===== src/rtl/prng_arbiter.sv =====
// Round-robin burst arbiter that shares one PRNG byte stream through a small FIFO,
// freezing the PRNG while the FIFO is full. Optional counters under PRNG_ARB_STATS_EN.
`timescale 1ns/1ps
module prng_arbiter #(
    parameter int NUM_REQ    = 4,
    parameter int BURST_LEN  = 4,
    parameter int FIFO_DEPTH = 4
) (
    input  logic               clk,
    input  logic               res_n,
    input  logic [7:0]         prng_dout,
    input  logic               prng_done,
    output logic               prng_hold,
    input  logic [NUM_REQ-1:0] req,
    output logic [NUM_REQ-1:0] gnt,
    output logic [7:0]         rnd_data,
    output logic               rnd_valid,
    output logic               rnd_last
`ifdef PRNG_ARB_STATS_EN
    ,
    output logic [15:0]        drop_cnt,
    output logic [7:0]         abort_cnt
`endif
);

    localparam int AW = $clog2(FIFO_DEPTH);
    localparam int CW = AW + 1;
    localparam int PW = $clog2(NUM_REQ);

    typedef enum logic {IDLE, SERVE} state_t;

    state_t             state_q, state_d;
    logic [NUM_REQ-1:0] gnt_q, gnt_d;
    logic [PW-1:0]      ptr_q, ptr_d;
    logic [7:0]         burst_q, burst_d;
    logic [7:0]         rnd_data_q, rnd_data_d;
    logic               rnd_valid_q, rnd_valid_d;
    logic               rnd_last_q, rnd_last_d;
    logic               prng_hold_q, prng_hold_d;
    logic               done_prev_q;
    logic [AW-1:0]      wr_ptr_q, wr_ptr_d;
    logic [AW-1:0]      rd_ptr_q, rd_ptr_d;
    logic [CW-1:0]      count_q, count_d;
    logic [7:0]         mem_q [FIFO_DEPTH];

    logic capture, full, empty, pop, push_ok;

    // First set request strictly after the last winner, wrapping around.
    function automatic logic [PW-1:0] rr_pick(input logic [NUM_REQ-1:0] r,
                                              input logic [PW-1:0] last);
        logic [PW-1:0] win;
        logic          found;
        int            idx;
        win   = last;
        found = 1'b0;
        for (int i = 1; i <= NUM_REQ; i++) begin
            idx = (int'(last) + i) % NUM_REQ;
            if (!found && r[idx]) begin
                win   = PW'(idx);
                found = 1'b1;
            end
        end
        return win;
    endfunction

    assign capture = prng_done & ~done_prev_q;
    assign full    = (count_q == CW'(FIFO_DEPTH));
    assign empty   = (count_q == '0);
    assign push_ok = capture & (~full | pop);

    always_comb begin
        state_d     = state_q;
        gnt_d       = gnt_q;
        ptr_d       = ptr_q;
        burst_d     = burst_q;
        rnd_data_d  = rnd_data_q;
        rnd_valid_d = 1'b0;
        rnd_last_d  = 1'b0;
        pop         = 1'b0;
        case (state_q)
            IDLE: begin
                gnt_d = '0;
                if (|req) begin
                    ptr_d   = rr_pick(req, ptr_q);
                    gnt_d   = NUM_REQ'(1) << ptr_d;
                    burst_d = '0;
                    state_d = SERVE;
                end
            end
            SERVE: begin
                if (!req[ptr_q]) begin
                    gnt_d   = '0;
                    burst_d = '0;
                    state_d = IDLE;
                end else if (!empty) begin
                    pop         = 1'b1;
                    rnd_data_d  = mem_q[rd_ptr_q];
                    rnd_valid_d = 1'b1;
                    burst_d     = burst_q + 8'd1;
                    if (burst_q + 8'd1 == 8'(BURST_LEN)) begin
                        rnd_last_d = 1'b1;
                        gnt_d      = '0;
                        state_d    = IDLE;
                    end
                end
            end
        endcase
    end

    always_comb begin
        wr_ptr_d    = wr_ptr_q + AW'(push_ok);
        rd_ptr_d    = rd_ptr_q + AW'(pop);
        count_d     = count_q + CW'(push_ok) - CW'(pop);
        prng_hold_d = (count_d == CW'(FIFO_DEPTH));
    end

    always_ff @(posedge clk or negedge res_n) begin
        if (!res_n) begin
            state_q     <= IDLE;
            gnt_q       <= '0;
            ptr_q       <= PW'(NUM_REQ - 1);
            burst_q     <= '0;
            rnd_data_q  <= '0;
            rnd_valid_q <= 1'b0;
            rnd_last_q  <= 1'b0;
            prng_hold_q <= 1'b1;
            done_prev_q <= 1'b0;
            wr_ptr_q    <= '0;
            rd_ptr_q    <= '0;
            count_q     <= '0;
        end else begin
            state_q     <= state_d;
            gnt_q       <= gnt_d;
            ptr_q       <= ptr_d;
            burst_q     <= burst_d;
            rnd_data_q  <= rnd_data_d;
            rnd_valid_q <= rnd_valid_d;
            rnd_last_q  <= rnd_last_d;
            prng_hold_q <= prng_hold_d;
            done_prev_q <= prng_done;
            wr_ptr_q    <= wr_ptr_d;
            rd_ptr_q    <= rd_ptr_d;
            count_q     <= count_d;
        end
    end

    // Storage needs no reset; occupancy is tracked by the pointers and count.
    always_ff @(posedge clk) begin
        if (push_ok) begin
            mem_q[wr_ptr_q] <= prng_dout;
        end
    end

    assign gnt       = gnt_q;
    assign rnd_data  = rnd_data_q;
    assign rnd_valid = rnd_valid_q;
    assign rnd_last  = rnd_last_q;
    assign prng_hold = prng_hold_q;

`ifdef PRNG_ARB_STATS_EN
    logic        drop, abort;
    logic [15:0] drop_cnt_q, drop_cnt_d;
    logic [7:0]  abort_cnt_q, abort_cnt_d;

    assign drop  = capture & full & ~pop;
    assign abort = (state_q == SERVE) & ~req[ptr_q];

    always_comb begin
        drop_cnt_d  = drop_cnt_q;
        abort_cnt_d = abort_cnt_q;
        if (drop && drop_cnt_q != 16'hFFFF) begin
            drop_cnt_d = drop_cnt_q + 16'd1;
        end
        if (abort && abort_cnt_q != 8'hFF) begin
            abort_cnt_d = abort_cnt_q + 8'd1;
        end
    end

    always_ff @(posedge clk or negedge res_n) begin
        if (!res_n) begin
            drop_cnt_q  <= '0;
            abort_cnt_q <= '0;
        end else begin
            drop_cnt_q  <= drop_cnt_d;
            abort_cnt_q <= abort_cnt_d;
        end
    end

    assign drop_cnt  = drop_cnt_q;
    assign abort_cnt = abort_cnt_q;
`endif

endmodule


===== config.mk =====
export PLATFORM = sky130hd
export DESIGN_NAME = prng_arbiter
export DESIGN_NICKNAME = d
export VERILOG_FILES = /design/src/rtl/prng_arbiter.sv
export SDC_FILE = /design/constraint.sdc
export NUM_CORES = 1
export LEC_CHECK = 0
export ABC_AREA = 1
export CORE_ASPECT_RATIO = 0.5
export CORE_MARGIN = 2
export CORE_UTILIZATION = 30
export DETAILED_ROUTE_END_ITERATION = 8
export SYNTH_ARGS = -nofsm -noshare
export SYNTH_HDL_FRONTEND = slang
export SYNTH_SLANG_ARGS = --single-unit
export TNS_END_PERCENT = 50

===== constraint.sdc =====
create_clock -name clk -period 3.68 [get_ports clk]
set_input_delay 0.736 -clock clk [delete_from_list [all_inputs] [get_ports clk]]
set_output_delay 0.736 -clock clk [all_outputs]
set_load 0.01 [all_outputs]

==> out/results.tsv, run 1 <==
stage	metric	value	unit
timing	RSZ-0062 raised after global routing	no	
layout	multi-input combinational cell area	0.00104	mm2
global_routing	total routing usage reported by global routing	11.4	%
synthesis	cells taking the most area after synthesis	edfxtp_1, dfrtp_1, nor2_1	
run	Max-Cap Viols	0	
worst_setup_path	worst path bufs/invs	3	
die	horizontal extent of the die	146	um
routing	DRC violation count after routing	0	
place	post-placement cell count	459	
die	starting density of the core	31.3	%
clock_network	Clk Latency, worst-skew pair	330	ps
global_routing	vias in the first global route	2020	
synthesis	ys flop type	edfxtp_1	
worst_hold_path	type of the most critical hold path	register to register	
clock_network	clock tree from TritonCTS	built	
clock_network	number of setup buffers added after CTS	0	
synthesis	mean area per synthesized cell	10.1	um2
worst_setup_path	reg-to-reg critical path startpoint	ptr_q[0]	
worst_setup_path	stage delay of the slowest cell on the critical path	510	ps
worst_setup_path	element type at the critical path start	input pin	
place	last weighted congestion value of the routability-driven placer	0.803	
outcome	status	completed	
timing	Tmin final	3160	ps
worst_setup_path	CP startpoint	req[3]	
place	detailed placer's ending HPWL	3.80	mm
worst_setup_path	kind of end point of the critical path	register	
die	overall die area	0.0109	mm2
worst_setup_path	kind of critical path	input pin to register	
synthesis	net count after synthesis	317	
global_routing	GRT Residual Overflow	0	
die	number of top-level design ports	30	
die	# rows	25	
global_routing	first-pass GRT wire length	9.49	mm
layout	share of final-layout standard cells stronger than drive strength 1	14.7	%
timing	final hold violation count	0	
pwr	static leakage power	0.00154	uW
routing	WL per Instance	11.8	um
synthesis	Yosys cell types	33	
synthesis	combined area of all synthesized cells	0.00300	mm2
pwr	peak supply drop	0.298	mV
routing	DRT Wirelength	5.62	mm
clock_network	H-tree levels	3	
routing	routed vias	2053	
layout	Finished Layout Cells	475	
clock_network	number of buffers created by CTS	9	
clock_network	Hold Buf Count CTS	0	
clock_network	clock buffer depth	2	
die	vertical die dimension	74.8	um
layout	number of filler cells placed in the layout	941	
synthesis	cell with the most instances after synthesis	nor2_1	
synthesis	post-synthesis register bit count	66	
synthesis	cell taking the most area after synthesis	edfxtp_1	
clock_network	Worst-path clk slew	50	ps
place	quantity of I/O buffers inserted on ports	29	
timing	count of final max-slew check failures	0	
pwr	power density relative to cell area	821	mW/mm2
routing	Detail Route Antenna Nets	0	
synthesis	Post-synth EDFFs	32	
layout	Layout Area Growth over Synthesis	24.6	%
layout	number of nets in the layout	356	
timing	Setup TNS Final	0	ps
worst_setup_path	CP cell instances	clkdlybuf4s50_1, nand2_1, nand3_1, nand2_2, inv_2, nand2_4, nand3_1, nand2_2, ha_1, inv_1, ha_1, fa_1, xnor2_1, xor2_1, nor3b_1	
clock_network	count of clock tree sinks	66	
layout	area of all sequential standard cells	0.00182	mm2
routing	1st-pass router iterations	4	
routing	Vias/cell	4.32	
clock_network	Clk Tree Root Cell	clkbuf_16	
synthesis	number of warning messages in the yosys log	0	
timing	maximum operating frequency	317	MHz
timing	transition time at the pin with the least slew margin	613	ps
worst_setup_path	Critical Path RT	3920	ps
worst_setup_path	CP max stage cell	clkdlybuf4s50_1	
worst_setup_path	arrival time reported for the critical path endpoint	3390	ps
timing	part of the cycle the worst path needs	85.7	%
synthesis	commonest cells in the synthesized netlist	nor2_1, nand2_1, edfxtp_1	
worst_setup_path	top fanout value on the critical path	6	
layout	Inserted Diodes	0	
synthesis	Seq/Total Area, Yosys	60.4	%
global_routing	maximum number of pins on one net before global-route repair	35	
timing	final number of setup-violating endpoints	0	
clock_network	cells resized by post-CTS repair	0	
die	placeable core area	0.00960	mm2
timing	worst slew slack as a fraction of its limit	59.1	%
routing	drt first-iter violations	74	
global_routing	initial antenna violation count	0	
synthesis	fraction of registers with async set or reset after synthesis	51.5	%
synthesis	post-synthesis cell count	296	
synthesis	area share of the largest cell type after synthesis	32.0	%
worst_hold_path	HP Start	gnt[0]	
timing	clock skew	4.13	ps
worst_setup_path	CP delay by family, top	adder cells	
-- placed cells by master, fill, tap and decap left out, types with 2 or more instances in the layout --
master and n:
a21oi_1 4, a31oi_1 8, buf_4 5, clkbuf_16 9, clkdlybuf4s50_1 29, clkinvlp_4 2
dfrtp_1 31, dfstp_2 3, edfxtp_1 32, ha_1 5, inv_1 21, inv_2 5
inv_6 2, nand2_1 46, nand2_2 9, nand2_4 5, nand3_1 19, nor2_1 47
nor2_2 3, nor3_1 7, o21ai_0 20, o21ai_1 3, o22ai_1 2, xor2_1 9
-- tightest hold or removal path, delay by kind of cell (launching register included) --
family           cells  cell delay, ps
DFF                  1             340
and+or+nand+nor      2             140
-- registers in the layout, summed over array words and instances (netlist names) --
name,cells
mem_q,32
done_prev_q,1
wr_ptr_q,2
rnd_valid,1
burst_q,8
rnd_last,1
count_q,3
ptr_q,2
prng_hold,1
state_q,1
rd_ptr_q,2
rnd_data,8
gnt,4
-- logic make-up (layout without fill, tap and decap cells) --
logic type	after synthesis	after routing	share of synthesized area (%)
adder cells (fa/ha/maj)	6	6	2.75
buffers and inverters	34	78	5.04
AO/OA/AOI/OAI	39	39	7.16
XOR/XNOR	10	10	2.92
flip-flops	66	66	60.4
AND/OR/NAND/NOR	141	141	21.7
-- through the flow --
stage	setup slack, ps	hold slack, ps	utilization [%]	power, uW	cell area (um2)
final	525	518	39.0	3070	3740
after global routing	297	536	39.0	3330	3740
after CTS	541	517	39.0	3110	3740
after detailed placement	207	504	36.1	2330	3460
after global placement	283	497	36.1	2300	3460
after floorplan	899	440	-	1990	3000
-- worst paths after layout --
check                                   end  slack (ps)  depth (start not counted)
worst max-delay path              prng_hold         520                         15
min in group asynchronous       rnd_data[6]         810                          2
worst max register to register    prng_hold         750                         14
worst min register to register       gnt[0]         520                          2
max in group asynchronous          ptr_q[0]        2530                          2
worst min-delay path                 gnt[0]         520                          2
-- metal layers --
| layer | vias up | share of wire [%] | global-route usage [%] |
|---|---|---|---|
| met2 | 32 | 49 | 19.6 |
| met1 | 947 | 46 | 13.1 |
| li1 | 1067 | - | - |
| met3 | 7 | 3.9 | 4.12 |
| met5 | - | 0 | 0 |
| met4 | 0 | 1.3 | 5.12 |
-- where the power goes --
group | total [uW] | switching, uW | leakage [uW] | internal [uW]
registers | 1140 | 170 | 0.000706 | 972
logic | 1160 | 688 | 0.000699 | 467
clock network | 777 | 304 | 0.000133 | 473
-- area by class of cell --
type                            instances  area share (%)
Sequential cell                        66            48.5
Multi-Input combinational cell        196            27.7
Timing Repair Buffer                   34            8.76
Clock buffer                           10            6.39
Tap cell                              135            4.51
Inverter                               28            3.01
Clock inverter                          6            1.10
No activity file was read; power rests on OpenSTA's default activity.
==> run 2, diff against run 1 <==
--- a/config.mk
+++ b/config.mk
@@ -6,10 +6,12 @@
 export NUM_CORES = 1
 export LEC_CHECK = 0
 export ABC_AREA = 1
+export ABC_CLOCK_PERIOD_IN_PS = 3680
 export CORE_ASPECT_RATIO = 0.5
 export CORE_MARGIN = 2
-export CORE_UTILIZATION = 30
+export CORE_UTILIZATION = 35
 export DETAILED_ROUTE_END_ITERATION = 8
+export PLACE_DENSITY_LB_ADDON = 0.05
 export SYNTH_ARGS = -nofsm -noshare
 export SYNTH_HDL_FRONTEND = slang
 export SYNTH_SLANG_ARGS = --single-unit
==> run 2 against run 1 <==
Critical path type unchanged. Highest routed layer unchanged. Utilization up 6.9 points. Via count up 1.3%. Combinational power about the same. Critical endpoint unchanged. Non-clock buffer count up 1. Fmax down 0.59%. Sequential power about the same. Sequential cell count unchanged.
==> out/results.tsv, run 2 (synthesized netlist as in run 1, its figures left out) <==
stage	metric	value	unit
place	quantity of I/O buffers inserted on ports	29	
clock_network	Clk Latency, worst-skew pair	330	ps
pwr	static leakage power	0.00155	uW
worst_setup_path	CP endpoint	prng_hold	
worst_setup_path	top fanout value on the critical path	6	
place	detailed placer's ending HPWL	3.95	mm
routing	1st-pass router iterations	4	
pwr	portion of total power attributed to the clock network	27.0	%
clock_network	clock buffer depth	2	
routing	WL per Instance	13.2	um
worst_setup_path	kind of critical path	input pin to register	
layout	number of nets in the layout	357	
worst_hold_path	type of the most critical hold path	register to register	
die	overall die area	0.00939	mm2
worst_setup_path	Reg2Reg Capture Point	prng_hold	
clock_network	Clk Tree Root Cell	clkbuf_16	
global_routing	initial antenna violation count	0	
worst_setup_path	kind of end point of the critical path	register	
layout	top library cells by usage in the layout, fill and taps aside	nor2_1, nand2_1, edfxtp_1	
pwr	net switching power of the design	1180	uW
timing	count of final max-slew check failures	0	
die	horizontal extent of the die	135	um
pwr	Internal	2010	uW
clock_network	H-tree levels	3	
timing	clock skew	4.66	ps
pwr	power density relative to cell area	850	mW/mm2
layout	Layout Area Growth over Synthesis	24.7	%
timing	part of the cycle the worst path needs	86.2	%
worst_setup_path	CP startpoint	req[3]	
pwr	Overall Power	3190	uW
layout	flip-flop count of the largest register after layout	32	
clock_network	cells resized by post-CTS repair	0	
layout	share of the core filled with cells	45.9	%
routing	routed vias	2080	
global_routing	vias in the first global route	2143	
layout	Inserted Diodes	0	
global_routing	maximum number of pins on one net before global-route repair	35	
worst_setup_path	stage delay of the slowest cell on the critical path	510	ps
timing	Setup TNS Final	0	ps
global_routing	total routing usage reported by global routing	14.3	%
timing	worst slew slack as a fraction of its limit	59.7	%
die	# rows	23	
timing	transition time at the pin with the least slew margin	604	ps
worst_setup_path	arrival time reported for the critical path endpoint	3420	ps
worst_setup_path	count of cell instances traversed by the critical path	15	
routing	Detail Route Antenna Nets	0	
outcome	status	completed	
worst_setup_path	CP delay by family, top	adder cells	
clock_network	Hold Buf Count CTS	0	
timing	maximum operating frequency	315	MHz
timing	Tmin final	3170	ps
worst_setup_path	cells on worst reg2reg path	14	
clock_network	count of clock tree sinks	66	
worst_setup_path	slack of the worst reg-to-reg path	730	ps
die	number of top-level design ports	30	
clock_network	number of buffers created by CTS	9	
routing	DRC violation count after routing	0	
worst_setup_path	CP max stage cell	clkdlybuf4s50_1	
worst_setup_path	Critical Path RT	3920	ps
pwr	switching part of the total power	37.0	%
clock_network	clock tree from TritonCTS	built	
worst_setup_path	CP cell instances	clkdlybuf4s50_1, nand2_1, nand3_1, nand2_2, inv_2, nand2_4, nand3_1, nand2_2, ha_1, inv_1, ha_1, fa_1, xnor2_1, xor2_1, nor3b_1	
die	placeable core area	0.00817	mm2
die	starting density of the core	36.8	%
clock_network	number of setup buffers added after CTS	0	
worst_setup_path	reg-to-reg critical path startpoint	ptr_q[0]	
pwr	peak supply drop	0.374	mV
layout	share of final-layout standard cells stronger than drive strength 1	15.0	%
pwr	part of the power in registers	35.8	%
timing	RSZ-0062 raised after global routing	no	
routing	Vias/cell	4.59	
place	last weighted congestion value of the routability-driven placer	0.836	
routing	DRT Wirelength	5.99	mm
worst_setup_path	element type at the critical path start	input pin	
routing	drt first-iter violations	88	
global_routing	first-pass GRT wire length	10.1	mm
run	Max-Cap Viols	0	
timing	final number of setup-violating endpoints	0	
global_routing	GRT Residual Overflow	0	
clock_network	Worst-path clk slew	50	ps
pwr	logic gate share of total power	37.2	%
worst_setup_path	worst path bufs/invs	3	
timing	final hold violation count	0	
die	vertical die dimension	69.5	um
layout	most common cell after layout, fill and taps aside	nor2_1	
layout	largest reg by FF count	mem_q	
## run 2: cell types whose count changed in the layout (fill, tap and decap cells not counted)
| cell | previous run | this run |
|---|---|---|
| clkinv_4 | 1 | 0 |
| bufinv_16 | 0 | 1 |
| clkinv_1 | 1 | 0 |
| inv_6 | 2 | 1 |
| clkbuf_1 | 0 | 1 |
| clkbuf_8 | 1 | 2 |
| buf_4 | 5 | 6 |
## run 2: routing by layer
| layer | GRT usage, % | part of all wire [%] | vias to the layer above |
|---|---|---|---|
| met1 | 18.0 | 48 | 978 |
| li1 | - | - | 1062 |
| met5 | 0 | 0 | - |
| met2 | 22.6 | 46 | 31 |
| met3 | 4.31 | 3.5 | 9 |
| met4 | 6.94 | 1.9 | 0 |
## run 2: final cells by class
class                      instances  area [um2]
clock buffer                      12         256
timing repair buffer              35         335
clock inverter                     4        50.0
fill                             785        4430
inverter                          28         113
multi-input combinational        196        1040
tap                              112         140
sequential                        66        1820
## run 2: worst min-delay path by stage
| stage | from | end | slack [ps] | cells after the start |
|---|---|---|---|---|
| after floorplan | res_n | burst_q[0] | 440 | 0 |
| after global placement | gnt[0] | gnt[0] | 490 | 2 |
| after detailed placement | gnt[1] | gnt[1] | 500 | 2 |
| after CTS | gnt[1] | gnt[1] | 520 | 2 |
| after global routing | gnt[0] | gnt[0] | 550 | 2 |
| final | gnt[0] | gnt[0] | 520 | 2 |
## run 2: worst reg2reg max path: cells and delay by family, from the launching register on
family	cells	cell delay, ps
adders and majority gates	3	850
DFF	1	670
buffers and inverters	2	140
and+or+nand+nor	7	830
xor gates and xnor gates	2	370
## run 2: through the flow
step           worst slack (ps)  cell area (um2)  hold slack, ps  instances
2_1_floorplan               899             3000             440        296
3_3_place_gp                288             3440             490        437
3_5_place_dp                124             3440             504        437
4_1_cts                     464             3750             515        453
5_1_grt                     229             3750             546        453
6_report                    506             3750             516        453
## run 2: power by group through the flow
stage          registers, uW  logic (uW)  clock network [uW]
2_1_floorplan           1100         891                   0
3_3_place_gp            1150        1170                   0
3_5_place_dp            1160        1210                   0
4_1_cts                 1140        1220                 891
5_1_grt                 1160        1380                 915
6_report                1140        1190                 862
==> run 3, diff against run 2 <==
--- a/config.mk
+++ b/config.mk
@@ -12,7 +12,8 @@
 export CORE_UTILIZATION = 35
 export DETAILED_ROUTE_END_ITERATION = 8
 export PLACE_DENSITY_LB_ADDON = 0.05
+export REMOVE_ABC_BUFFERS = 1
 export SYNTH_ARGS = -nofsm -noshare
 export SYNTH_HDL_FRONTEND = slang
 export SYNTH_SLANG_ARGS = --single-unit
-export TNS_END_PERCENT = 50
+export TNS_END_PERCENT = 10
==> run 3 against run 2 <==
Sequential cell count did not move. Power rose by 3.0%. Routed wire length fell by 1.9%.
==> out/results.tsv, run 3 (synthesized netlist as in run 1, its figures left out) <==
stage	metric	value	unit
pwr	static leakage power	0.00157	uW
layout	top library cells by usage in the layout, fill and taps aside	nor2_1, nand2_1, edfxtp_1	
routing	topmost layer with routed signal wires	met4	
worst_setup_path	kind of end point of the critical path	register	
clock_network	number of setup buffers added after CTS	0	
worst_setup_path	CP delay by family, top	adder cells	
global_routing	first-pass GRT wire length	9.98	mm
worst_setup_path	kind of critical path	input pin to register	
timing	count of final max-slew check failures	0	
routing	routed length on met1	2.83	mm
clock_network	count of clock tree sinks	66	
clock_network	Clk Latency, worst-skew pair	330	ps
pwr	Overall Power	3280	uW
routing	1st-pass router iterations	4	
routing	amount of wire on met2 after detailed routing	2.74	mm
worst_setup_path	Critical Path RT	3920	ps
place	post-placement cell count	437	
worst_setup_path	stage delay of the slowest cell on the critical path	520	ps
clock_network	Clk Tree Root Cell	clkbuf_16	
layout	number of nets in the layout	357	
die	number of top-level design ports	30	
worst_setup_path	worst path bufs/invs	3	
global_routing	GRT Residual Overflow	0	
worst_setup_path	CP max stage cell	clkdlybuf4s50_1	
die	overall die area	0.00939	mm2
place	detailed placer's ending HPWL	3.99	mm
routing	WL per Instance	13.0	um
routing	Detail Route Antenna Nets	0	
routing	drt first-iter violations	82	
layout	largest reg by FF count	mem_q	
clock_network	clock buffer depth	2	
timing	maximum operating frequency	315	MHz
clock_network	Worst-path clk slew	50	ps
timing	final hold violation count	0	
routing	DRC violation count after routing	0	
die	starting density of the core	36.8	%
worst_hold_path	hold-critical path depth	2	
worst_hold_path	type of the most critical hold path	register to register	
worst_setup_path	count of cell instances traversed by the critical path	15	
global_routing	initial antenna violation count	0	
die	# rows	23	
layout	Inserted Diodes	0	
timing	RSZ-0062 raised after global routing	no	
worst_setup_path	arrival time reported for the critical path endpoint	3410	ps
timing	Setup TNS Final	0	ps
timing	fin worst setup slack	508	ps
die	vertical die dimension	69.5	um
die	horizontal extent of the die	135	um
die	placeable core area	0.00817	mm2
worst_setup_path	CP cell instances	clkdlybuf4s50_1, nand2_1, nand3_1, nand2_2, inv_2, nand2_4, nand3_1, nand2_2, ha_1, inv_1, ha_1, fa_1, xnor2_1, xor2_1, nor3b_1	
timing	transition time at the pin with the least slew margin	588	ps
outcome	status	completed	
worst_setup_path	cells on worst reg2reg path	14	
routing	Vias/cell	4.58	
clock_network	cells resized by post-CTS repair	0	
pwr	power density relative to cell area	870	mW/mm2
run	Max-Cap Viols	0	
place	last weighted congestion value of the routability-driven placer	0.819	
place	quantity of I/O buffers inserted on ports	29	
routing	detailed route wirelength on metal3	250	um
worst_setup_path	top fanout value on the critical path	6	
pwr	peak supply drop	0.287	mV
layout	share of final-layout standard cells stronger than drive strength 1	14.4	%
place	worst slack, placed	157	ps
clock_network	number of buffers created by CTS	9	
global_routing	total routing usage reported by global routing	14.1	%
layout	Finished Layout Cells	452	
timing	part of the cycle the worst path needs	86.2	%
timing	final number of setup-violating endpoints	0	
global_routing	maximum number of pins on one net before global-route repair	35	
layout	Layout Area Growth over Synthesis	25.6	%
layout	flip-flop count of the largest register after layout	32	
worst_setup_path	element type at the critical path start	input pin	
global_routing	vias in the first global route	2032	
timing	Tmin final	3170	ps
layout	most common cell after layout, fill and taps aside	nor2_1	
timing	worst slew slack as a fraction of its limit	60.8	%
timing	clock skew	4.85	ps
routing	DRT Wirelength	5.88	mm
routing	routed vias	2071	
clock_network	H-tree levels	3	
clock_network	Hold Buf Count CTS	0	
clock_network	clock tree from TritonCTS	built	
-- run 3: routing by layer --
metal	vias to the layer above	global-route usage, %
li1	1065	-
met1	967	17.6
met2	29	22.4
met3	10	5.77
met4	0	4.40
met5	-	0
-- run 3: tightest hold or removal path: cells and delay by family, from the launching register on --
kind             cells  cell delay [ps]
DFF                  1              340
and+or+nand+nor      2              130
-- run 3: per-stage QoR --
stage	hold WS, ps	cell area (um2)	util (%)
6_report	507	3770	46.2
4_1_cts	515	3770	46.2
2_1_floorplan	440	2970	-
3_3_place_gp	496	3440	42.1
5_1_grt	535	3770	46.2
3_5_place_dp	492	3440	42.1
-- run 3: path summary, 6_finish.rpt --
check / from / end / slack [ps]
setup / recovery: req[3] / prng_hold / 510
hold / removal: gnt[1] / gnt[1] / 510
setup reg to reg: ptr_q[0] / prng_hold / 750
hold reg to reg: gnt[1] / gnt[1] / 510
max in group asynchronous: res_n / ptr_q[1] / 2500
min in group asynchronous: res_n / rnd_data[3] / 820
-- run 3: cell type report --
class	count	area, um2
flip-flops and latches	66	1820
clock buffers	10	229
clock inverters	5	103
fillers	783	4400
inverters	28	113
well taps	112	140
repair buffers	35	335
multi-input cells	196	1040
-- run 3: where the power goes --
group | total (uW) | leakage (uW) | internal (uW) | switching (uW)
sequential | 1140 | 0.000706 | 972 | 164
clock | 951 | 0.000161 | 657 | 294
combinational | 1200 | 0.000704 | 475 | 720
